[config.mk]
export PLATFORM = sky130hd
export DESIGN_NAME = wb_arbiter
export DESIGN_NICKNAME = d
export VERILOG_FILES = /design/src/rtl/wb_pkg.sv /design/src/rtl/wb_scoreboard.sv /design/src/rtl/wb_arbiter.sv
export SDC_FILE = /design/constraint.sdc
export NUM_CORES = 1
export LEC_CHECK = 0
export ABC_AREA = 1
export BUFFER_PORTS_ARGS = -buffer_cell sky130_fd_sc_hd__buf_2
export CORE_MARGIN = 3
export CORE_UTILIZATION = 49
export CTS_BUF_LIST = sky130_fd_sc_hd__clkbuf_16
export DETAILED_ROUTE_END_ITERATION = 10
export GPL_ROUTABILITY_DRIVEN = 0
export PLACE_DENSITY = 0.79
export SETUP_SLACK_MARGIN = 0.4
export SLEW_MARGIN = 0
export SYNTH_ARGS = -nofsm -noshare
export SYNTH_HDL_FRONTEND = slang
export SYNTH_SLANG_ARGS = --single-unit
export TNS_END_PERCENT = 50
[constraint.sdc]
create_clock -name clk -period 2.3 [get_ports clk]
set_clock_uncertainty 0.05 [all_clocks]
set_input_delay 0.345 -clock clk [delete_from_list [all_inputs] [get_ports clk]]
set_output_delay 0.345 -clock clk [all_outputs]
set_load 0.02 [all_outputs]
[src/rtl/wb_pkg.sv]
// wb_pkg: shared types, widths and helpers for the writeback arbiter.
package wb_pkg;

    localparam int unsigned ADDR_W      = 4;
    localparam int unsigned DATA_W      = 32;
    localparam int unsigned NUM_REGS    = 16;
    localparam int unsigned NUM_TRACKED = 15;

    localparam logic [ADDR_W-1:0] REG_PC = 4'd15;

    typedef struct packed {
        logic              valid;
        logic [ADDR_W-1:0] addr;
        logic [DATA_W-1:0] data;
    } wb_req_t;

    typedef enum logic [1:0] {
        SRC_ALU = 2'd0,
        SRC_MEM = 2'd1,
        SRC_MUL = 2'd2
    } wb_src_e;

    // One-hot register vector with the addressed bit set when en is high.
    function automatic logic [NUM_REGS-1:0] addr_onehot(input logic en,
                                                        input logic [ADDR_W-1:0] addr);
        logic [NUM_REGS-1:0] vec;
        vec       = '0;
        vec[addr] = en;
        return vec;
    endfunction

    // Select one of the three producer requests.
    function automatic wb_req_t wb_pick(input wb_src_e src,
                                        input wb_req_t alu,
                                        input wb_req_t mem,
                                        input wb_req_t mul);
        wb_req_t sel;
        case (src)
            SRC_MEM: sel = mem;
            SRC_MUL: sel = mul;
            default: sel = alu;
        endcase
        return sel;
    endfunction

endpackage

[src/rtl/wb_scoreboard.sv]
// wb_scoreboard: per-register pending bits for R0..R14, reservation stall
// and the pending half of the operand hazard.
module wb_scoreboard
    import wb_pkg::*;
(
    input  logic                clk,
    input  logic                rst_n,
    input  logic                issue_valid,
    input  logic [ADDR_W-1:0]   issue_addr,
    input  logic [NUM_REGS-1:0] clr_vec,
    input  logic [ADDR_W-1:0]   rd_addr_a,
    input  logic [ADDR_W-1:0]   rd_addr_b,
    output logic                issue_stall,
    output logic                hazard_pend_c
);

    logic [NUM_TRACKED-1:0] pending_q, pending_d;
    logic [NUM_REGS-1:0]    pend_ext;
    logic                   issue_trk;
    logic                   unused_clr;

    // R15 is never tracked, so its slot in the extended view reads as clear.
    assign pend_ext   = {1'b0, pending_q};
    assign issue_trk  = issue_valid && (issue_addr != REG_PC);
    assign unused_clr = clr_vec[NUM_REGS-1];

    // A reservation is refused only if the bit stays set through this edge.
    assign issue_stall   = issue_trk && pend_ext[issue_addr] && !clr_vec[issue_addr];
    assign hazard_pend_c = pend_ext[rd_addr_a] || pend_ext[rd_addr_b];

    // Clear granted registers first so a same-cycle reservation wins.
    always_comb begin
        pending_d = pending_q & ~clr_vec[NUM_TRACKED-1:0];
        if (issue_trk && !issue_stall) begin
            pending_d[issue_addr] = 1'b1;
        end
    end

    // Pending register.
    always_ff @(posedge clk or negedge rst_n) begin
        if (!rst_n) begin
            pending_q <= '0;
        end else begin
            pending_q <= pending_d;
        end
    end

endmodule

[src/rtl/wb_arbiter.sv]
// wb_arbiter: maps ALU, load-return and multiplier results onto the two
// register-file write ports, diverts R15 results to a PC redirect, and
// tracks pending destinations for decoder hazard stalls.
// Build option: WB_MUL_EN enables the multiplier source and its starvation
// counter; without it mul_ready is tied low and mul_* inputs are ignored.
module wb_arbiter
    import wb_pkg::*;
#(
    parameter int unsigned STARVE_LIMIT = 3,
    parameter int unsigned PC_W         = 11
) (
    input  logic              clk,
    input  logic              rst_n,
    input  logic              alu_valid,
    output logic              alu_ready,
    input  logic [ADDR_W-1:0] alu_addr,
    input  logic [DATA_W-1:0] alu_data,
    input  logic              mem_valid,
    output logic              mem_ready,
    input  logic [ADDR_W-1:0] mem_addr,
    input  logic [DATA_W-1:0] mem_data,
    input  logic              mul_valid,
    output logic              mul_ready,
    input  logic [ADDR_W-1:0] mul_addr,
    input  logic [DATA_W-1:0] mul_data,
    input  logic              issue_valid,
    input  logic [ADDR_W-1:0] issue_addr,
    output logic              issue_stall,
    input  logic [ADDR_W-1:0] rd_addr_a,
    input  logic [ADDR_W-1:0] rd_addr_b,
    output logic              hazard,
    output logic              w_en1,
    output logic [ADDR_W-1:0] w_addr1,
    output logic [DATA_W-1:0] w_data1,
    output logic              w_en_ldr,
    output logic [ADDR_W-1:0] w_addr_ldr,
    output logic [DATA_W-1:0] w_data_ldr,
    output logic              pc_redirect,
    output logic [PC_W-1:0]   pc_target
);

    wb_req_t alu_req, mem_req, mul_req;
    logic    alu_wr, mem_wr, mul_wr;
    logic    alu_pc, mem_pc, mul_pc;
    logic    mul_forced;
    logic    gnt_alu_wr, gnt_mem_wr, gnt_mul_p1, gnt_mul_ldr;
    logic    gnt_alu_pc, gnt_mem_pc, gnt_mul_pc, gnt_pc;
    wb_src_e pc_src, p1_src, ldr_src;
    logic    p1_en, ldr_en;
    wb_req_t p1_req, ldr_req, pc_req;
    logic [NUM_REGS-1:0] clr_vec;
    logic    hazard_pend_c;

    logic              w_en1_q, w_en1_d;
    logic [ADDR_W-1:0] w_addr1_q, w_addr1_d;
    logic [DATA_W-1:0] w_data1_q, w_data1_d;
    logic              w_en_ldr_q, w_en_ldr_d;
    logic [ADDR_W-1:0] w_addr_ldr_q, w_addr_ldr_d;
    logic [DATA_W-1:0] w_data_ldr_q, w_data_ldr_d;
    logic              pc_redirect_q, pc_redirect_d;
    logic [PC_W-1:0]   pc_target_q, pc_target_d;

    assign alu_req = {alu_valid, alu_addr, alu_data};
    assign mem_req = {mem_valid, mem_addr, mem_data};

`ifdef WB_MUL_EN
    assign mul_req = {mul_valid, mul_addr, mul_data};
`else
    logic unused_mul;
    assign mul_req    = '0;
    assign unused_mul = ^{mul_valid, mul_addr, mul_data, 32'(STARVE_LIMIT)};
`endif

    // Split each request into the redirect path (R15) or a write-port request.
    assign alu_pc = alu_req.valid && (alu_req.addr == REG_PC);
    assign mem_pc = mem_req.valid && (mem_req.addr == REG_PC);
    assign mul_pc = mul_req.valid && (mul_req.addr == REG_PC);
    assign alu_wr = alu_req.valid && (alu_req.addr != REG_PC);
    assign mem_wr = mem_req.valid && (mem_req.addr != REG_PC);
    assign mul_wr = mul_req.valid && (mul_req.addr != REG_PC);

    // Write-port grants; address collisions defer mem > forced mul > ALU > mul.
    // An ALU R15 request leaves port 1 free for the multiplier.
    always_comb begin
        gnt_mem_wr  = mem_wr;
        gnt_alu_wr  = 1'b0;
        gnt_mul_p1  = 1'b0;
        gnt_mul_ldr = 1'b0;
        if (mul_forced) begin
            gnt_mul_p1 = !(mem_wr && (mem_req.addr == mul_req.addr));
        end else begin
            gnt_alu_wr = alu_wr && !(mem_wr && (mem_req.addr == alu_req.addr));
            if (mul_wr && !alu_wr) begin
                gnt_mul_p1 = !(mem_wr && (mem_req.addr == mul_req.addr));
            end else if (mul_wr && !mem_wr) begin
                gnt_mul_ldr = (alu_req.addr != mul_req.addr);
            end
        end
    end

    // Single redirect slot per cycle, ALU > mem > mul.
    always_comb begin
        gnt_alu_pc = alu_pc;
        gnt_mem_pc = mem_pc && !alu_pc;
        gnt_mul_pc = mul_pc && !alu_pc && !mem_pc;
        gnt_pc     = alu_pc || mem_pc || mul_pc;
        pc_src     = SRC_ALU;
        if (gnt_mem_pc) begin
            pc_src = SRC_MEM;
        end else if (gnt_mul_pc) begin
            pc_src = SRC_MUL;
        end
    end

    assign alu_ready = gnt_alu_wr || gnt_alu_pc;
    assign mem_ready = gnt_mem_wr || gnt_mem_pc;

`ifdef WB_MUL_EN
    localparam int unsigned     CNT_W   = $clog2(STARVE_LIMIT + 1);
    localparam logic [CNT_W-1:0] CNT_MAX = CNT_W'(STARVE_LIMIT);

    logic [CNT_W-1:0] starve_q, starve_d;

    assign mul_ready  = gnt_mul_p1 || gnt_mul_ldr || gnt_mul_pc;
    assign mul_forced = mul_wr && (starve_q == CNT_MAX);

    // Count denied write-port cycles; saturate at the limit, clear on any grant.
    always_comb begin
        starve_d = starve_q;
        if (mul_ready) begin
            starve_d = '0;
        end else if (mul_wr && (starve_q != CNT_MAX)) begin
            starve_d = starve_q + CNT_W'(1);
        end
    end

    // Starvation counter register.
    always_ff @(posedge clk or negedge rst_n) begin
        if (!rst_n) begin
            starve_q <= '0;
        end else begin
            starve_q <= starve_d;
        end
    end
`else
    assign mul_ready  = 1'b0;
    assign mul_forced = 1'b0;
`endif

    assign p1_en   = gnt_alu_wr || gnt_mul_p1;
    assign ldr_en  = gnt_mem_wr || gnt_mul_ldr;
    assign p1_src  = gnt_mul_p1  ? SRC_MUL : SRC_ALU;
    assign ldr_src = gnt_mul_ldr ? SRC_MUL : SRC_MEM;
    assign p1_req  = wb_pick(p1_src,  alu_req, mem_req, mul_req);
    assign ldr_req = wb_pick(ldr_src, alu_req, mem_req, mul_req);
    assign pc_req  = wb_pick(pc_src,  alu_req, mem_req, mul_req);
    assign clr_vec = addr_onehot(p1_en, p1_req.addr) | addr_onehot(ldr_en, ldr_req.addr);

    // Output-stage next state; addr/data/target hold when nothing is granted.
    always_comb begin
        w_en1_d       = p1_en;
        w_addr1_d     = w_addr1_q;
        w_data1_d     = w_data1_q;
        w_en_ldr_d    = ldr_en;
        w_addr_ldr_d  = w_addr_ldr_q;
        w_data_ldr_d  = w_data_ldr_q;
        pc_redirect_d = gnt_pc;
        pc_target_d   = pc_target_q;
        if (p1_en) begin
            w_addr1_d = p1_req.addr;
            w_data1_d = p1_req.data;
        end
        if (ldr_en) begin
            w_addr_ldr_d = ldr_req.addr;
            w_data_ldr_d = ldr_req.data;
        end
        if (gnt_pc) begin
            pc_target_d = pc_req.data[PC_W-1:0];
        end
    end

    // Output-stage registers; reset drops any in-flight write immediately.
    always_ff @(posedge clk or negedge rst_n) begin
        if (!rst_n) begin
            w_en1_q       <= 1'b0;
            w_addr1_q     <= '0;
            w_data1_q     <= '0;
            w_en_ldr_q    <= 1'b0;
            w_addr_ldr_q  <= '0;
            w_data_ldr_q  <= '0;
            pc_redirect_q <= 1'b0;
            pc_target_q   <= '0;
        end else begin
            w_en1_q       <= w_en1_d;
            w_addr1_q     <= w_addr1_d;
            w_data1_q     <= w_data1_d;
            w_en_ldr_q    <= w_en_ldr_d;
            w_addr_ldr_q  <= w_addr_ldr_d;
            w_data_ldr_q  <= w_data_ldr_d;
            pc_redirect_q <= pc_redirect_d;
            pc_target_q   <= pc_target_d;
        end
    end

    assign w_en1       = w_en1_q;
    assign w_addr1     = w_addr1_q;
    assign w_data1     = w_data1_q;
    assign w_en_ldr    = w_en_ldr_q;
    assign w_addr_ldr  = w_addr_ldr_q;
    assign w_data_ldr  = w_data_ldr_q;
    assign pc_redirect = pc_redirect_q;
    assign pc_target   = pc_target_q;

    wb_scoreboard u_scoreboard (
        .clk           (clk),
        .rst_n         (rst_n),
        .issue_valid   (issue_valid),
        .issue_addr    (issue_addr),
        .clr_vec       (clr_vec),
        .rd_addr_a     (rd_addr_a),
        .rd_addr_b     (rd_addr_b),
        .issue_stall   (issue_stall),
        .hazard_pend_c (hazard_pend_c)
    );

    // Operand hazard: pending, or being written by the output stage right now.
    assign hazard = hazard_pend_c
                 || (w_en1_q    && ((w_addr1_q    == rd_addr_a) || (w_addr1_q    == rd_addr_b)))
                 || (w_en_ldr_q && ((w_addr_ldr_q == rd_addr_a) || (w_addr_ldr_q == rd_addr_b)));

endmodule

==> results.txt, run 1 <==
RSZ-0062 raised after global routing: true
wl on met1: 6510 µm
gr usage total: 26.7%
Buffers on Ports: 178
std cell rows: 37
Mapped Cells: 726
Max VDD drop: 0.000408 V
switching pwr: 1.74 mW
CTS buffer count: 9
Finished Layout Cells: 1072
layout cells sized above 1: 34.5%
largest net degree at the start of global routing: 42
post-route setup TNS: 0 ns
critical path arrival: 1.84 ns
EDFF count, synth: 0
Die W: 110 µm
fin util: 69.9%
area of the multi-input gates: 2710 µm²
top sig layer: met4
Residual DRC: 0
register area: 2530 µm²
Unique masters post-synth: 27
TritonRoute pass-1 iters: 5
vias per inst: 5.14
asr flop ratio synth: 100%
worst-path maximum fanout: 4
post-route cell area: 7280 µm²
gr ovfl total: 0
Ports: 217
CP Cell Sequence: buf_8 > nand2_4 > inv_2 > nand2_2 > nand2_1 > nor2_2 > nand2_1 > inv_2 > nand2_2 > nand2_2 > nand2_2 > nand2_2 > nor2_4 > nor2_4 > nor2_4 > nand2_4 > clkinv_4 > buf_6
#FFs+latches synth: 101
vias in the first global route: 5177
Syn Nets: 852
Placed Cells: 1049
Pwr Density: 701 nW/µm²
Reg power frac: 43.3%
sw frac: 34.0%
Post-synth top flop: dfrtp_1
critical path's slowest cell: nor2_2
cell internal pwr: 3.37 mW
final WL: 16000 µm
final hold vios: 0
WHS: 0.138 ns
Top Family by Delay on Critical Path: simple AND/OR/NAND/NOR gates
Cell Area, Placed: 6550 µm²
first-pass GRT wire length: 24900 µm
Comb power frac: 26.0%
Worst Setup End Kind: output port
Post-Place Worst Slack: -0.258 ns
Iter 0 DRT Violations: 451
clock-pin slew of the registers on the worst-case setup and hold paths: 0.07 ns
CTS tree: done
CTS root buf: clkbuf_16
final net count: 1058
die footprint: 12100 µm²
leakage: 4.00 nW
routed len/inst: 14.9 µm
fin. max-slew vios: 0
fin crit share: 97.3%
Final HPWL DP: 11600 µm
Avg Inst Size Synth: 7.27 µm²
met2 WL: 7590 µm
most used cell, CP: nand2_2
Synth Warn #: 0
status: completed
sequential-to-total area share from yosys stat: 47.9%
post-route ant nets: 0
CTS Sinks: 101
H-tree depth: 3
Worst Max-Slew Pin Slew: 0.739 ns
initial antenna violation count: 0
Worst Path Required: 1.90 ns
ant diodes: 0
Crit path largest cell delay: 0.15 ns
Total Power: 5.11 mW
Die Y: 110 µm
fill count: 875
final worst setup slack: 0.0624 ns
fin crit period: 2.24 ns
Buf+Inv Stages, Crit Path: 5
Worst slew margin: 50.6%
Clock Latency Late Sink: 0.34 ns
fmax: 0.447 GHz
Met3 Routed Length: 1470 µm
Area Growth Syn to Fin: 37.9%
Max-Cap Viols: 0
vias: 5512
CORE AREA: 10400 µm²
Final Setup Violations: 0
buffer depth of the longest clock path: 2
crit path kind: input port to output port
clock power share: 30.7%
mapped cell area: 5280 µm²
Min-Delay Path Class: input port to register
CP Launch Type: input port
Starting Density: 50.7%
[cells by family (layout without fill, tap and decap cells)]
logic type / count (synthesis) / in the layout / synth area share [%]
AOI/OAI and AO/OA: 46 / 46 / 4.79
DFF: 101 / 101 / 47.9
other: 1 / 1 / 0.0710
and+or+nand+nor: 493 / 493 / 39.4
xor gates and xnor gates: 15 / 15 / 2.49
buffers and inverters: 70 / 280 / 5.36
[final timing paths]
| kind | startpoint | end | slack, ns | cells after the start |
|---|---|---|---|---|
| min in group asynchronous | rst_n | w_data1[8] | 0.45 | 2 |
| hold reg to reg | w_data1[23] | w_data1[23] | 0.42 | 2 |
| hold / removal | mem_data[31] | w_data_ldr[31] | 0.14 | 3 |
| max in group asynchronous | rst_n | w_addr1[2] | 1.20 | 3 |
| setup / recovery | mem_addr[3] | issue_stall | 0.06 | 18 |
| setup reg to reg | u_scoreboard.pending_q[5] | u_scoreboard.pending_q[3] | 0.47 | 15 |
[Yosys cell counts, types with 2 or more instances]
library cell / instances / area, µm²
buf_6: 2 / 22.5
o41ai_1: 2 / 17.5
xnor2_1: 6 / 52.6
nor2_2: 4 / 25.0
nand4_1: 5 / 31.3
nand3_1: 40 / 200
nand2_1: 359 / 1350
xor2_1: 9 / 78.8
nand2_2: 3 / 18.8
nand3_2: 20 / 200
nor2_1: 57 / 214
inv_1: 37 / 139
inv_2: 6 / 22.5
o221ai_1: 2 / 17.5
clkbuf_1: 20 / 75.1
buf_1: 3 / 11.3
a21oi_1: 13 / 65.1
o21ai_0: 26 / 130
nor2_4: 2 / 22.5
dfrtp_1: 101 / 2530
o211ai_1: 3 / 22.5
[final cells by class]
class                      count  area share (%)
multi-input combinational    555            37.2
inverter                      43            2.46
tap                          136            2.34
clock inverter                 6            1.13
clock buffer                   9            3.09
timing repair buffer         222            19.1
sequential                   101            34.7
[power by group through the flow]
stage,combinational (mW),clock [mW],sequential (mW)
global placement,1.23,0,2.23
finish,1.33,1.57,2.21
floorplan,0.504,0,2.43
detailed placement,1.25,0,2.22
global route,1.46,1.68,2.24
CTS,1.29,1.60,2.20
[per-layer routing]
layer	vias up	track usage, %
met5	-	0
met4	0	9.80
met3	38	7.40
met2	233	43.3
met1	2569	34.1
li1	2672	-
[placed cells by master, fill, tap and decap left out, types with 2 or more instances in the layout]
cell / netlist / final
o21ai_1: 0 / 3
inv_1: 37 / 28
xnor2_1: 6 / 6
nor2_2: 4 / 6
xor2_1: 9 / 9
nor2_4: 2 / 8
nand3_4: 0 / 8
nand3_1: 40 / 34
a21oi_1: 13 / 12
nand3_2: 20 / 18
nand2_4: 1 / 4
o211ai_1: 3 / 3
inv_4: 0 / 3
buf_4: 1 / 36
buf_8: 0 / 2
nand2_2: 3 / 25
nand2_1: 359 / 333
buf_2: 1 / 168
nand4_1: 5 / 5
buf_12: 0 / 6
buf_6: 2 / 8
o221ai_1: 2 / 2
o41ai_1: 2 / 2
clkbuf_16: 0 / 9
inv_2: 6 / 10
dfrtp_1: 101 / 101
clkinv_4: 0 / 3
o21ai_0: 26 / 23
nor2_1: 57 / 49
[worst reg2reg max path, stage by stage (launching register included)]
cell and delay [ns]:
dfrtp_1 0.43, nand2_1 0.08, nand4_1 0.12, nand2_1 0.07, nand2_1 0.06, nor2_1 0.04, nor2_1 0.10, nand2_1 0.06
inv_1 0.06, nand2_2 0.06, nor2_4 0.12, nand2_4 0.07, buf_4 0.14, buf_6 0.13, nand3_1 0.06, nand2_1 0.07
[registers in the layout, summed over array words and instances, names as in the netlist]
register                flops
pc_redirect                 1
pc_target                  11
u_scoreboard.pending_q     15
w_addr1                     4
w_addr_ldr                  4
w_data1                    32
w_data_ldr                 32
w_en1                       1
w_en_ldr                    1
[what timing repair did]
item	in CTS	in global routing
cloned	1	0
hold buffers	1	0
gates resized for setup	43	59
endpoints found under the hold margin	33	0
buffers inserted	5	1
endpoints found under the setup margin	18	19
pin swaps	19	27
Power figures use the tool's default switching activity.
==> run 2: changes to the inputs <==
- CORE_UTILIZATION: 49 -> 50
- PLACE_DENSITY: 0.79 -> 0.81
- clock period: 2.3 -> 2.6 ns (I/O delays scaled with it)
==> results.txt, run 2 (synthesis gave the netlist of run 1 again) <==
post-route setup TNS: 0 ns (unchanged)
Max VDD drop: 0.000441 V (+8.1%)
Worst Max-Slew Pin Slew: 0.696 ns (-0.0427 ns)
Worst Path Required: 2.16 ns (+0.26 ns)
Comb power frac: 26.1% (about the same)
post-route ant nets: 0 (unchanged)
Die Y: 109 µm (-0.95%)
RSZ-0062 raised after global routing: true
Min-Delay Path Class: input port to register
H-tree depth: 3 (unchanged)
CTS Sinks: 101 (unchanged)
switching pwr: 1.55 mW (-11%)
fin crit share: 93.0%
Post-Place Worst Slack: 0.144 ns (+0.402 ns)
Final HPWL DP: 11200 µm (-3.4%)
final hold vios: 0 (unchanged)
Iter 0 DRT Violations: 510 (+13%)
Die W: 109 µm (-0.95%)
Max-Cap Viols: 0 (unchanged)
Worst slew margin: 53.4% (+2.9 points)
vias per inst: 5.18 (+0.67%)
layout cells sized above 1: 32.3% (-2.2 points)
vias in the first global route: 5099 (-1.5%)
final net count: 1055 (-0.28%)
fin util: 71.7% (+1.8 points)
most frequent cells in the layout: 342 x nand2_1, 168 x buf_2, 101 x dfrtp_1
Pwr Density: 618 nW/µm² (-12%)
CORE AREA: 10000 µm² (-4.0%)
Starting Density: 52.8% (+2.1 points)
gr usage total: 27.1% (+0.43 points)
Reg power frac: 44.1% (+0.8 points)
fin. max-slew vios: 0 (unchanged)
ant diodes: 0 (unchanged)
fmax: 0.414 GHz
largest net degree at the start of global routing: 42 (unchanged)
Clock Latency Late Sink: 0.33 ns (about the same)
CTS buffer count: 9 (unchanged)
Cell Area, Placed: 6370 µm² (-2.8%)
clock-pin slew of the registers on the worst-case setup and hold paths: 0.08 ns (about the same)
wl on met1: 6440 µm (-0.94%)
status: completed
initial antenna violation count: 0 (unchanged)
Worst Setup End Kind: output port
worst-path maximum fanout: 6 (+2)
CP Launch Type: input port
top sig layer: met4
final WL: 16100 µm (+0.92%)
routed len/inst: 15.1 µm (+1.4%)
met2 WL: 7490 µm (-1.3%)
die footprint: 11800 µm² (-1.9%)
first-pass GRT wire length: 25000 µm (+0.55%)
Finished Layout Cells: 1067 (-0.47%)
clock power share: 29.9% (-0.8 points)
final worst setup slack: 0.183 ns (+0.120 ns)
Ports: 217 (unchanged)
leakage: 3.99 nW (about the same)
fin crit period: 2.42 ns
critical path arrival: 1.98 ns (+0.14 ns)
Met3 Routed Length: 1730 µm (+18%)
CTS tree: done
cell internal pwr: 2.88 mW (-15%)
std cell rows: 36 (-2.7%)
Final Setup Violations: 0 (unchanged)
post-route cell area: 7170 µm² (-1.5%)
Area Growth Syn to Fin: 35.9%
most common cell after layout, fill and taps aside: nand2_1
Residual DRC: 0 (unchanged)
TritonRoute pass-1 iters: 5 (unchanged)
Placed Cells: 1025 (-2.3%)
vias: 5523 (+0.20%)
buffer depth of the longest clock path: 2 (unchanged)
gr ovfl total: 0 (unchanged)
sw frac: 35.0% (+1.0 points)
Buffers on Ports: 178 (unchanged)
crit path kind: input port to output port
CTS root buf: clkbuf_16
run 2: power by group through the flow:
stage	Clock, mW	Combinational, mW	Sequential [mW]
2_1_floorplan	0	0.441	2.15
3_3_place_gp	0	1.06	1.97
3_5_place_dp	0	1.08	1.97
4_1_cts	1.34	1.12	1.94
5_1_grt	1.40	1.27	1.98
6_report	1.32	1.16	1.95
run 2: critical path: stages:
cell and delay [ns]:
buf_6 0.11, nand2_2 0.12, nor2_4 0.05, nor2_2 0.17, buf_4 0.16, clkbuf_16 0.15
nand3_2 0.09, nand2_1 0.10, nand2_1 0.09, nand2_1 0.09, nor2_1 0.05, nor2_1 0.12
nor2_2 0.07, nand2_4 0.06, inv_2 0.03, buf_6 0.12
run 2: metal layers:
| metal | GRT usage (%) | vias up |
|---|---|---|
| li1 | - | 2669 |
| met1 | 35.8 | 2517 |
| met2 | 44.1 | 295 |
| met3 | 6.10 | 42 |
| met4 | 9.74 | 0 |
| met5 | 0 | - |
run 2: path summary, 6_finish.rpt:
kind | from | to | slack [ns] | cells after the start
worst max-delay path | alu_addr[3] | issue_stall | 0.18 | 16
max in group asynchronous | rst_n | w_data_ldr[23] | 1.25 | 3
worst max register to register | u_scoreboard.pending_q[13] | u_scoreboard.pending_q[4] | 0.71 | 15
min in group asynchronous | rst_n | w_data1[18] | 0.48 | 2
worst min register to register | w_data_ldr[29] | w_data_ldr[29] | 0.43 | 2
worst min-delay path | mem_data[28] | w_data_ldr[28] | 0.19 | 3
run 2: repair_timing:
item,CTS,global route
endpoints found under the hold margin,31,0
pin swaps,16,18
setup buffers,21,2
setup endpoints to repair,2,6
gates cloned,1,1
resized for setup,49,37
hold buffers,1,0
run 2: per-stage QoR:
step / hold WS [ns] / total power [mW]
final: 0.188 / 4.43
after global routing: 0.195 / 4.65
after CTS: 0.182 / 4.40
after detailed placement: 0.305 / 3.05
after global placement: 0.308 / 3.03
after floorplan: 0.0444 / 2.59
run 2: layout make-up:
type / instances / area, µm²
clock buffers: 9 / 225
clock inverters: 7 / 67.6
fillers: 806 / 2830
inverters: 43 / 191
multi-input cells: 555 / 2630
flip-flops and latches: 101 / 2530
well taps: 133 / 166
repair buffers: 219 / 1370
